<file path="src/rtl/i281_pkg.sv">
// Shared i281 types and constants for the next-PC control path.
package i281_pkg;

    localparam int unsigned I281_PC_W = 6;

    typedef enum logic [1:0] {
        IDLE   = 2'd0,
        RUN    = 2'd1,
        HALTED = 2'd2
    } pcseq_state_t;

endpackage

</file>
<file path="src/rtl/pc_sequencer_step_latch.sv">
// Debug single-step request latch: Step_Req rising-edge detect plus a one-deep pending flag.
module step_latch (
    input  logic Clock,
    input  logic Reset,
    input  logic Step_Req,
    input  logic Enable,
    input  logic Consume,
    output logic Pending
);

    logic req_q;
    logic req_rise;

    assign req_rise = Step_Req & ~req_q;

    // One register stage of request history for edge detection.
    always_ff @(posedge Clock or negedge Reset) begin
        if (!Reset) begin
            req_q <= 1'b0;
        end else begin
            req_q <= Step_Req;
        end
    end

    // A new edge wins over a same-cycle consume; edges while already pending are absorbed.
    always_ff @(posedge Clock or negedge Reset) begin
        if (!Reset) begin
            Pending <= 1'b0;
        end else if (!Enable) begin
            Pending <= 1'b0;
        end else if (req_rise) begin
            Pending <= 1'b1;
        end else if (Consume) begin
            Pending <= 1'b0;
        end
    end

endmodule

</file>
<file path="src/rtl/pc_sequencer.sv">
// Next-PC controller for the i281 CPU: sequential/branch targets, stall, HALT, single-step, retire count.
module pc_sequencer
    import i281_pkg::*;
#(
    parameter int unsigned N     = I281_PC_W,
    parameter int unsigned CNT_W = 16
) (
    input  logic             Clock,
    input  logic             Reset,
    input  logic [N-1:0]     PC_Current,
    input  logic             Branch_Valid,
    input  logic             Branch_Taken,
    input  logic [N-1:0]     Branch_Offset,
    input  logic             Halt,
    input  logic             Stall,
    input  logic             Single_Step,
    input  logic             Step_Req,
    output logic [N-1:0]     PC_Next,
    output logic             PC_Load,
    output logic             Fetch_Valid,
    output logic             Halted,
    output logic [CNT_W-1:0] Retired_Count
);

    pcseq_state_t state;
    pcseq_state_t state_next;
    logic         step_pending;
    logic         retire;
    logic [N-1:0] pc_seq;
    logic [N-1:0] pc_target;

    step_latch u_step_latch (
        .Clock    (Clock),
        .Reset    (Reset),
        .Step_Req (Step_Req),
        .Enable   (Single_Step),
        .Consume  (retire),
        .Pending  (step_pending)
    );

    // Modulo-2^N target: PC+1, plus the sign-extended offset on a taken branch.
    assign pc_seq    = PC_Current + N'(1);
    assign pc_target = pc_seq + ((Branch_Valid & Branch_Taken) ? Branch_Offset : N'(0));

    // State register.
    always_ff @(posedge Clock or negedge Reset) begin
        if (!Reset) begin
            state <= IDLE;
        end else begin
            state <= state_next;
        end
    end

    // Next-state: one IDLE cycle, run until a retiring HALT, then stay halted.
    always_comb begin
        state_next = state;
        case (state)
            IDLE:    state_next = RUN;
            RUN:     if (retire && Halt) state_next = HALTED;
            HALTED:  state_next = HALTED;
            default: state_next = IDLE;
        endcase
    end

    // Outputs: retire gating, PC load control and halted flag.
    always_comb begin
        retire      = 1'b0;
        PC_Load     = 1'b0;
        Fetch_Valid = 1'b0;
        PC_Next     = N'(0);
        Halted      = (state == HALTED);
        if (state == RUN) begin
            retire      = !Stall && (!Single_Step || step_pending);
            PC_Next     = pc_target;
            Fetch_Valid = retire;
            PC_Load     = retire && !Halt;
        end
    end

    // Retired-instruction counter, wraps silently.
    always_ff @(posedge Clock or negedge Reset) begin
        if (!Reset) begin
            Retired_Count <= CNT_W'(0);
        end else if (retire) begin
            Retired_Count <= Retired_Count + CNT_W'(1);
        end
    end

endmodule

</file>
<file path="config.mk">
export PLATFORM = sky130hd
export DESIGN_NAME = pc_sequencer
export DESIGN_NICKNAME = d
export VERILOG_FILES = /design/src/rtl/i281_pkg.sv /design/src/rtl/pc_sequencer_step_latch.sv /design/src/rtl/pc_sequencer.sv
export SDC_FILE = /design/constraint.sdc
export NUM_CORES = 1
export LEC_CHECK = 0
export ABC_AREA = 1
export CAP_MARGIN = 20
export CELL_PAD_IN_SITES_DETAIL_PLACEMENT = 1
export CELL_PAD_IN_SITES_GLOBAL_PLACEMENT = 1
export CORE_UTILIZATION = 34
export CTS_BUF_LIST = sky130_fd_sc_hd__clkbuf_4 sky130_fd_sc_hd__clkbuf_8 sky130_fd_sc_hd__clkbuf_16
export CTS_CLUSTER_SIZE = 40
export DETAILED_ROUTE_END_ITERATION = 8
export PLACE_DENSITY = 0.9
export SYNTH_ARGS = -nofsm -noshare
export SYNTH_HDL_FRONTEND = slang
export SYNTH_SLANG_ARGS = --single-unit
</file>
<file path="constraint.sdc">
create_clock -name Clock -period 6.85 [get_ports Clock]
set_input_delay 1.7125 -clock Clock [delete_from_list [all_inputs] [get_ports Clock]]
set_output_delay 1.7125 -clock Clock [all_outputs]
set_load 0.02 [all_outputs]
</file>
==> results by group, run 1 <==
Global routing
  • Gr ovfl total: 0
  • First-pass GRT wire length: around 6300 microns
  • Tot GR Track Use: 0.194
  • Vias in the first global route: between 1k and 1.5k
  • Antenna violations before repair: 0
  • Largest net degree at the start of global routing: 21

Placement
  • Routability cong.: 0.827
  • HPWL Detailed: 2820 microns
  • Pre-CTS setup slack: 1.02 ns
  • Placed Area: ~0.0018 sq mm
  • Port bufs: 44

Timing
  • Final Skew: 0.00422 ns
  • Setup TNS: 0 ns
  • Tcrit/Tclk final: 0.849
  • Final setup viols: 0
  • Period minus WS final: slightly below 6 ns
  • Fmax: ~170 MHz
  • Final Hold Vio Count: 0
  • Final Max Tran Viols: 0
  • Worst slew margin: 0.388
  • RSZ-0062 raised after global routing: false
  • Final worst setup slack: just over 1 ns
  • Slew @ Worst Pin: 0.914 ns

Die
  • Die ar.: 0.00419 sq mm
  • Rows: 22
  • Starting Density: 0.360
  • I/O pin count: 45
  • Die Span Y: 64.8 microns
  • Die W: ~65 microns
  • Core Area: 0.00372 sq mm

Clock network
  • CTS Hold Bufs: 0
  • H-tree depth: 1
  • TritonCTS clock tree: yes
  • Clock Path Buffers: 2
  • Worst-path clk slew: 0.08 ns
  • CTS Root Cell: clkbuf_8
  • CTS Sinks: 20
  • Worst-Skew Late Latency: between 0.2 and 0.3 ns
  • Resized cells post-CTS: 0
  • Post CTS Setup Buffer Count: 0
  • CTS Buf Count: 3

Drt
  • WL final: approximately 3600 microns
  • Final antenna-violating net count: 0
  • Routed length per placed instance: roughly 13 microns
  • DRT iter0 DRCs: 13
  • Number of iterations in the first detailed-routing pass: 4
  • DRC viols: 0
  • Vias per cell: 4.58
  • Vias post-DR: roughly 1.3k

Outcome
  • Status: finished clean

Critical path
  • Setup crit end kind: primary output
  • Worst Path Required: about 5.1 ns
  • Crit path DAT: 4.10 ns
  • Crit-path max FO: 4
  • Setup crit start kind: input pin
  • Crit Path Class: in2out

Power and ir drop
  • Worst vdd ir: approximately 190 uV
  • P per Cell Area: between 200 and 300 mW/mm^2
  • P_leak: around 0.95 nW

Hold path
  • Hold Crit Class: reg2reg

Logic synthesis
  • FF+latch count, synth: 20
  • Unique masters post-synth: 23
  • Sequential share of the synthesized area: 0.374
  • Synth Instances: about 180
  • Syn Nets: between 200 and 250
  • Ys Warns: 0
  • Synth Area per Inst: about 7.5 sq um
  • Post-Syn Area: between 0.001 and 0.0015 sq mm

Final layout
  • Area of the multi-input gates: 714 sq um
  • Post-layout util: 0.511
  • Diodes inserted: 0
  • Design Area, Final: approximately 0.0019 sq mm
  • Fraction of layout cells with a size suffix above 1: 0.0531
  • Register area: 500 sq um
  • Fillers: ~470
  • P&R area growth vs syn: 41.9%
  • Final net count: about 260

Run
  • Total of max-cap violations: 0
## final cells by class
cell class	instances	share of cell area
Timing Repair Buffer	44	0.232
Clock inverter	1	0.0158
Sequential cell	20	0.264
Tap cell	48	0.0316
Multi-Input combinational cell	128	0.376
Inverter	30	0.0593
Clock buffer	3	0.0217
## per-layer routing
layer	global-route usage	vias to the layer above	routed length, microns
li1	-	641	-
met1	0.235	581	1630
met2	0.361	27	1840
met3	0.0176	5	121
met4	0.0500	0	38
met5	0	-	0
## synth_stat cells
master,number,area share
inv_1,29,0.081
fa_1,1,0.015
nor3_4,1,0.012
nor3_1,4,0.015
nand4_1,2,0.0093
xnor2_1,2,0.013
o21ai_0,3,0.011
buf_6,1,0.0084
nor2_2,2,0.0093
xor2_1,9,0.059
nor2_1,22,0.062
inv_2,1,0.0028
ha_1,9,0.084
nand3_1,8,0.030
o22ai_1,1,0.0047
a21oi_1,3,0.011
nor3_2,2,0.015
nor2_4,1,0.0084
and2_1,1,0.0047
nand2_2,1,0.0047
dfrtp_1,20,0.37
nand2_1,53,0.15
nand3b_1,3,0.017
## layout by cell type, fill, tap and decap left out, types with 4 or more instances in the layout
master	Yosys	layout
nand2_1	53	53
clkdlybuf4s50_1	0	44
inv_1	29	29
nor2_1	22	22
dfrtp_1	20	20
xor2_1	9	9
ha_1	9	9
nand3_1	8	8
nor3_1	4	4
## registers in the layout (all words and copies together), names as in the netlist
name / flops
u_step_latch.Pending: 1
u_step_latch.req_q: 1
state: 2
Retired_Count: 16
## critical path: stages
cell and delay (ns):
clkdlybuf4s50_1 0.45, nand2_1 0.10, inv_1 0.13, nand2_1 0.07
ha_1 0.22, fa_1 0.36, inv_1 0.09, nand2_1 0.05
nand2_1 0.06, a21oi_1 0.07, nand2_1 0.07, nand2_1 0.04
nor2_1 0.08, clkdlybuf4s50_1 0.60
## through the flow
| stage | instances | hold slack, ns | power [W] |
|---|---|---|---|
| finish | 274 | 0.527 | 0.000480 |
| floorplan | 179 | 0.526 | 0.000273 |
| detailed placement | 270 | 0.507 | 0.000364 |
| CTS | 274 | 0.529 | 0.000487 |
| global placement | 270 | 0.488 | 0.000355 |
| global route | 274 | 0.562 | 0.000514 |
## kinds of logic (layout without fill, tap and decap cells)
group,count (synthesis),count (layout),synth area share
DFF,20,20,0.374
adders and majority gates,10,10,0.0991
and+or+nand+nor,100,100,0.336
buffers and inverters,31,78,0.0925
AOI/OAI and AO/OA,7,7,0.0271
xor gates and xnor gates,11,11,0.0720
## power by group
| part | switching, W | internal, W | total [W] |
|---|---|---|---|
| combinational | 0.000111 | 0.0000883 | 0.000200 |
| sequential | 0.0000240 | 0.000139 | 0.000163 |
| clock | 0.0000395 | 0.0000780 | 0.000117 |
## worst paths after layout
path / start / endpoint / slack [ns] / depth (start not counted)
min in group asynchronous: Reset / Retired_Count[14] / 1.96 / 1
worst min register to register: Retired_Count[14] / Retired_Count[14] / 0.53 / 2
max in group asynchronous: Reset / u_step_latch.req_q / 4.32 / 1
worst min-delay path: Retired_Count[14] / Retired_Count[14] / 0.53 / 2
worst max-delay path: Branch_Valid / PC_Next[4] / 1.04 / 14
worst max register to register: state[1] / Retired_Count[9] / 4.87 / 8
(Power assumes the default switching activity.)
==> inputs of run 2 (changes only) <==
--- a/config.mk
+++ b/config.mk
@@ -9,11 +9,11 @@
 export CAP_MARGIN = 20
 export CELL_PAD_IN_SITES_DETAIL_PLACEMENT = 1
 export CELL_PAD_IN_SITES_GLOBAL_PLACEMENT = 1
-export CORE_UTILIZATION = 34
+export CORE_UTILIZATION = 32
 export CTS_BUF_LIST = sky130_fd_sc_hd__clkbuf_4 sky130_fd_sc_hd__clkbuf_8 sky130_fd_sc_hd__clkbuf_16
 export CTS_CLUSTER_SIZE = 40
 export DETAILED_ROUTE_END_ITERATION = 8
-export PLACE_DENSITY = 0.9
+export PLACE_DENSITY = 0.86
 export SYNTH_ARGS = -nofsm -noshare
 export SYNTH_HDL_FRONTEND = slang
 export SYNTH_SLANG_ARGS = --single-unit
==> constraint.sdc (replaced) <==
create_clock -name Clock -period 6.1 [get_ports Clock]
set_input_delay 1.525 -clock Clock [delete_from_list [all_inputs] [get_ports Clock]]
set_output_delay 1.525 -clock Clock [all_outputs]
set_load 0.02 [all_outputs]
==> results by group, run 2 (synthesis gave the netlist of run 1 again) <==
Timing
  • Tcrit/Tclk final: 0.891
  • Final Hold Vio Count: 0 (unchanged)
  • Fmax: ~180 MHz
  • Period minus WS final: roughly 5.4 ns
  • Worst slew margin: 0.403 (+0.0143)
  • Setup TNS: 0 ns (unchanged)
  • RSZ-0062 raised after global routing: false
  • Final Skew: 0.00157 ns (-0.00265 ns)
  • Slew @ Worst Pin: 0.893 ns (-0.0214 ns)
  • Final setup viols: 0 (unchanged)
  • Final Max Tran Viols: 0 (unchanged)

Critical path
  • Worst Path Required: 4.58 ns (-0.56 ns)
  • Crit-path most repeated cell: nand2_1
  • Worst path cell trace: clkdlybuf4s50_1 > nand2_1 > inv_1 > nand2_1 > ha_1 > fa_1 > inv_1 > nand2_1 > nand2_1 > a21oi_1 > nand2_1 > nand2_1 > nor2_1 > clkdlybuf4s50_1
  • Crit-path max FO: 4 (unchanged)
  • Crit Path Class: in2out
  • Crit path DAT: 3.91 ns (-0.19 ns)
  • Crit-path leading delay family: buffers and inverters
  • Setup crit end kind: primary output
  • Crit. Startpoint: Branch_Valid
  • RR Startpoint: state[1]
  • Worst Path Buf+Inv: 4 (unchanged)
  • Setup crit start kind: input pin
  • CP max stage delay: 0.60 ns (about the same)
  • Slowest CP cell: clkdlybuf4s50_1

Clock network
  • H-tree depth: 1 (unchanged)
  • Post CTS Setup Buffer Count: 0 (unchanged)
  • Worst-path clk slew: 0.08 ns (about the same)
  • Resized cells post-CTS: 0 (unchanged)
  • TritonCTS clock tree: yes
  • CTS Buf Count: 3 (unchanged)
  • CTS Sinks: 20 (unchanged)
  • Worst-Skew Late Latency: 0.26 ns (about the same)
  • CTS Root Cell: clkbuf_8
  • CTS Hold Bufs: 0 (unchanged)
  • Clock Path Buffers: 2 (unchanged)

Final layout
  • Reg with most FFs: Retired_Count
  • P&R area growth vs syn: 40.8%
  • Final net count: 257 (unchanged)
  • Post-Layout Cell Count: 276 (+0.73%)
  • Diodes inserted: 0 (unchanged)
  • Most frequent cells in the layout: nand2_1, clkdlybuf4s50_1, inv_1
  • Post-layout util: 0.471 (-0.0397)
  • Most common cell after layout, fill and taps aside: nand2_1
  • Fillers: 502 (+5.9%)
  • Max reg flops: 16 (unchanged)
  • Fraction of layout cells with a size suffix above 1: 0.0531 (unchanged)
  • Biggest regs: Retired_Count x16, state x2

Die
  • Die W: 66.7 microns (+3.0%)
  • Starting Density: 0.335 (-0.0256)
  • Rows: 23 (+4.5%)
  • I/O pin count: 45 (unchanged)
  • Core Area: 0.00400 sq mm (+7.6%)
  • Die Span Y: 66.7 microns (+3.0%)
  • Die ar.: 0.00445 sq mm (+6.1%)

Placement
  • Port bufs: 44 (unchanged)
  • HPWL Detailed: 2670 microns (-5.4%)
  • Placed cell count: 272 (+0.74%)
  • Routability cong.: 0.793 (-4.1%)

Drt
  • Vias post-DR: 1269 (+1.2%)
  • DRC viols: 0 (unchanged)
  • Routed length per placed instance: 12.3 microns (-6.6%)
  • Number of iterations in the first detailed-routing pass: 4 (unchanged)
  • Final antenna-violating net count: 0 (unchanged)
  • DRT iter0 DRCs: 38 (+25)
  • WL final: 3410 microns (-5.9%)
  • Vias per cell: 4.60 (+0.46%)

Outcome
  • Status: finished clean

Global routing
  • Largest net degree at the start of global routing: 21 (unchanged)
  • First-pass GRT wire length: 5730 microns (-8.5%)
  • Antenna violations before repair: 0 (unchanged)
  • Vias in the first global route: 1309 (-6.4%)
  • Tot GR Track Use: 0.170 (-0.0242)
  • Gr ovfl total: 0 (unchanged)

Power and ir drop
  • NetSw: 0.000193 W (+10%)
  • Sequential Power Share: 0.359 (+0.019)
  • Clock Power Share: 0.206 (-0.038)
  • Comb power frac: 0.435 (+0.019)
  • P_leak: 0.940 nW (-0.73%)
  • Worst vdd ir: 199 uV (+4.8%)
  • Internal power: 0.000313 W (+2.6%)
  • Net Sw Frac: 0.381 (+0.0170)
  • P per Cell Area: 269 mW/mm^2 (+6.2%)

Hold path
  • Hold Crit Class: reg2reg
  • Hold wc startpoint: Retired_Count[14]

Run
  • Total of max-cap violations: 0 (unchanged)
[run 2: power groups by stage]
| stage | clock (W) | combinational, W | sequential [W] |
|---|---|---|---|
| 6_report | 0.000104 | 0.000220 | 0.000182 |
| 3_3_place_gp | 0 | 0.000217 | 0.000183 |
| 3_5_place_dp | 0 | 0.000223 | 0.000184 |
| 5_1_grt | 0.000110 | 0.000248 | 0.000186 |
| 2_1_floorplan | 0 | 0.000108 | 0.000198 |
| 4_1_cts | 0.000108 | 0.000225 | 0.000182 |
[run 2: worst min-delay path, stage by stage, from the launching register on]
cell     delay [ns]
dfrtp_1        0.37
nand2_1        0.06
nand2_1        0.05
[run 2: per-layer routing]
metal	routed length, microns	GRT usage	vias up
li1	-	-	642
met1	1560	0.214	593
met2	1650	0.297	29
met3	135	0.0154	5
met4	58	0.0638	0
met5	0	0	-
[run 2: worst paths after layout]
check,end,slack (ns),depth (start not counted)
setup / recovery,PC_Next[4],0.66,14
hold / removal,Retired_Count[14],0.51,2
setup reg to reg,Retired_Count[9],4.21,8
hold reg to reg,Retired_Count[14],0.51,2
max in group asynchronous,Retired_Count[0],3.79,1
min in group asynchronous,Retired_Count[12],1.76,1
[run 2: through the flow]
step	hold WS, ns	cell area, sq um	setup WS [ns]	power [W]
after global placement	0.487	1830	0.708	0.000400
after floorplan	0.526	1340	1.65	0.000307
final	0.509	1890	0.665	0.000506
after global routing	0.546	1890	0.470	0.000544
after CTS	0.514	1890	0.629	0.000514
after detailed placement	0.496	1830	0.645	0.000407
[run 2: area by class of cell]
class / count / area [sq um] / share of cell area
inverter: 30 / 113 / 0.0597
timing repair buffer: 44 / 440 / 0.234
multi-input combinational: 128 / 714 / 0.379
sequential: 20 / 500 / 0.265
tap: 50 / 62.6 / 0.0332
clock buffer: 4 / 55.1 / 0.0292
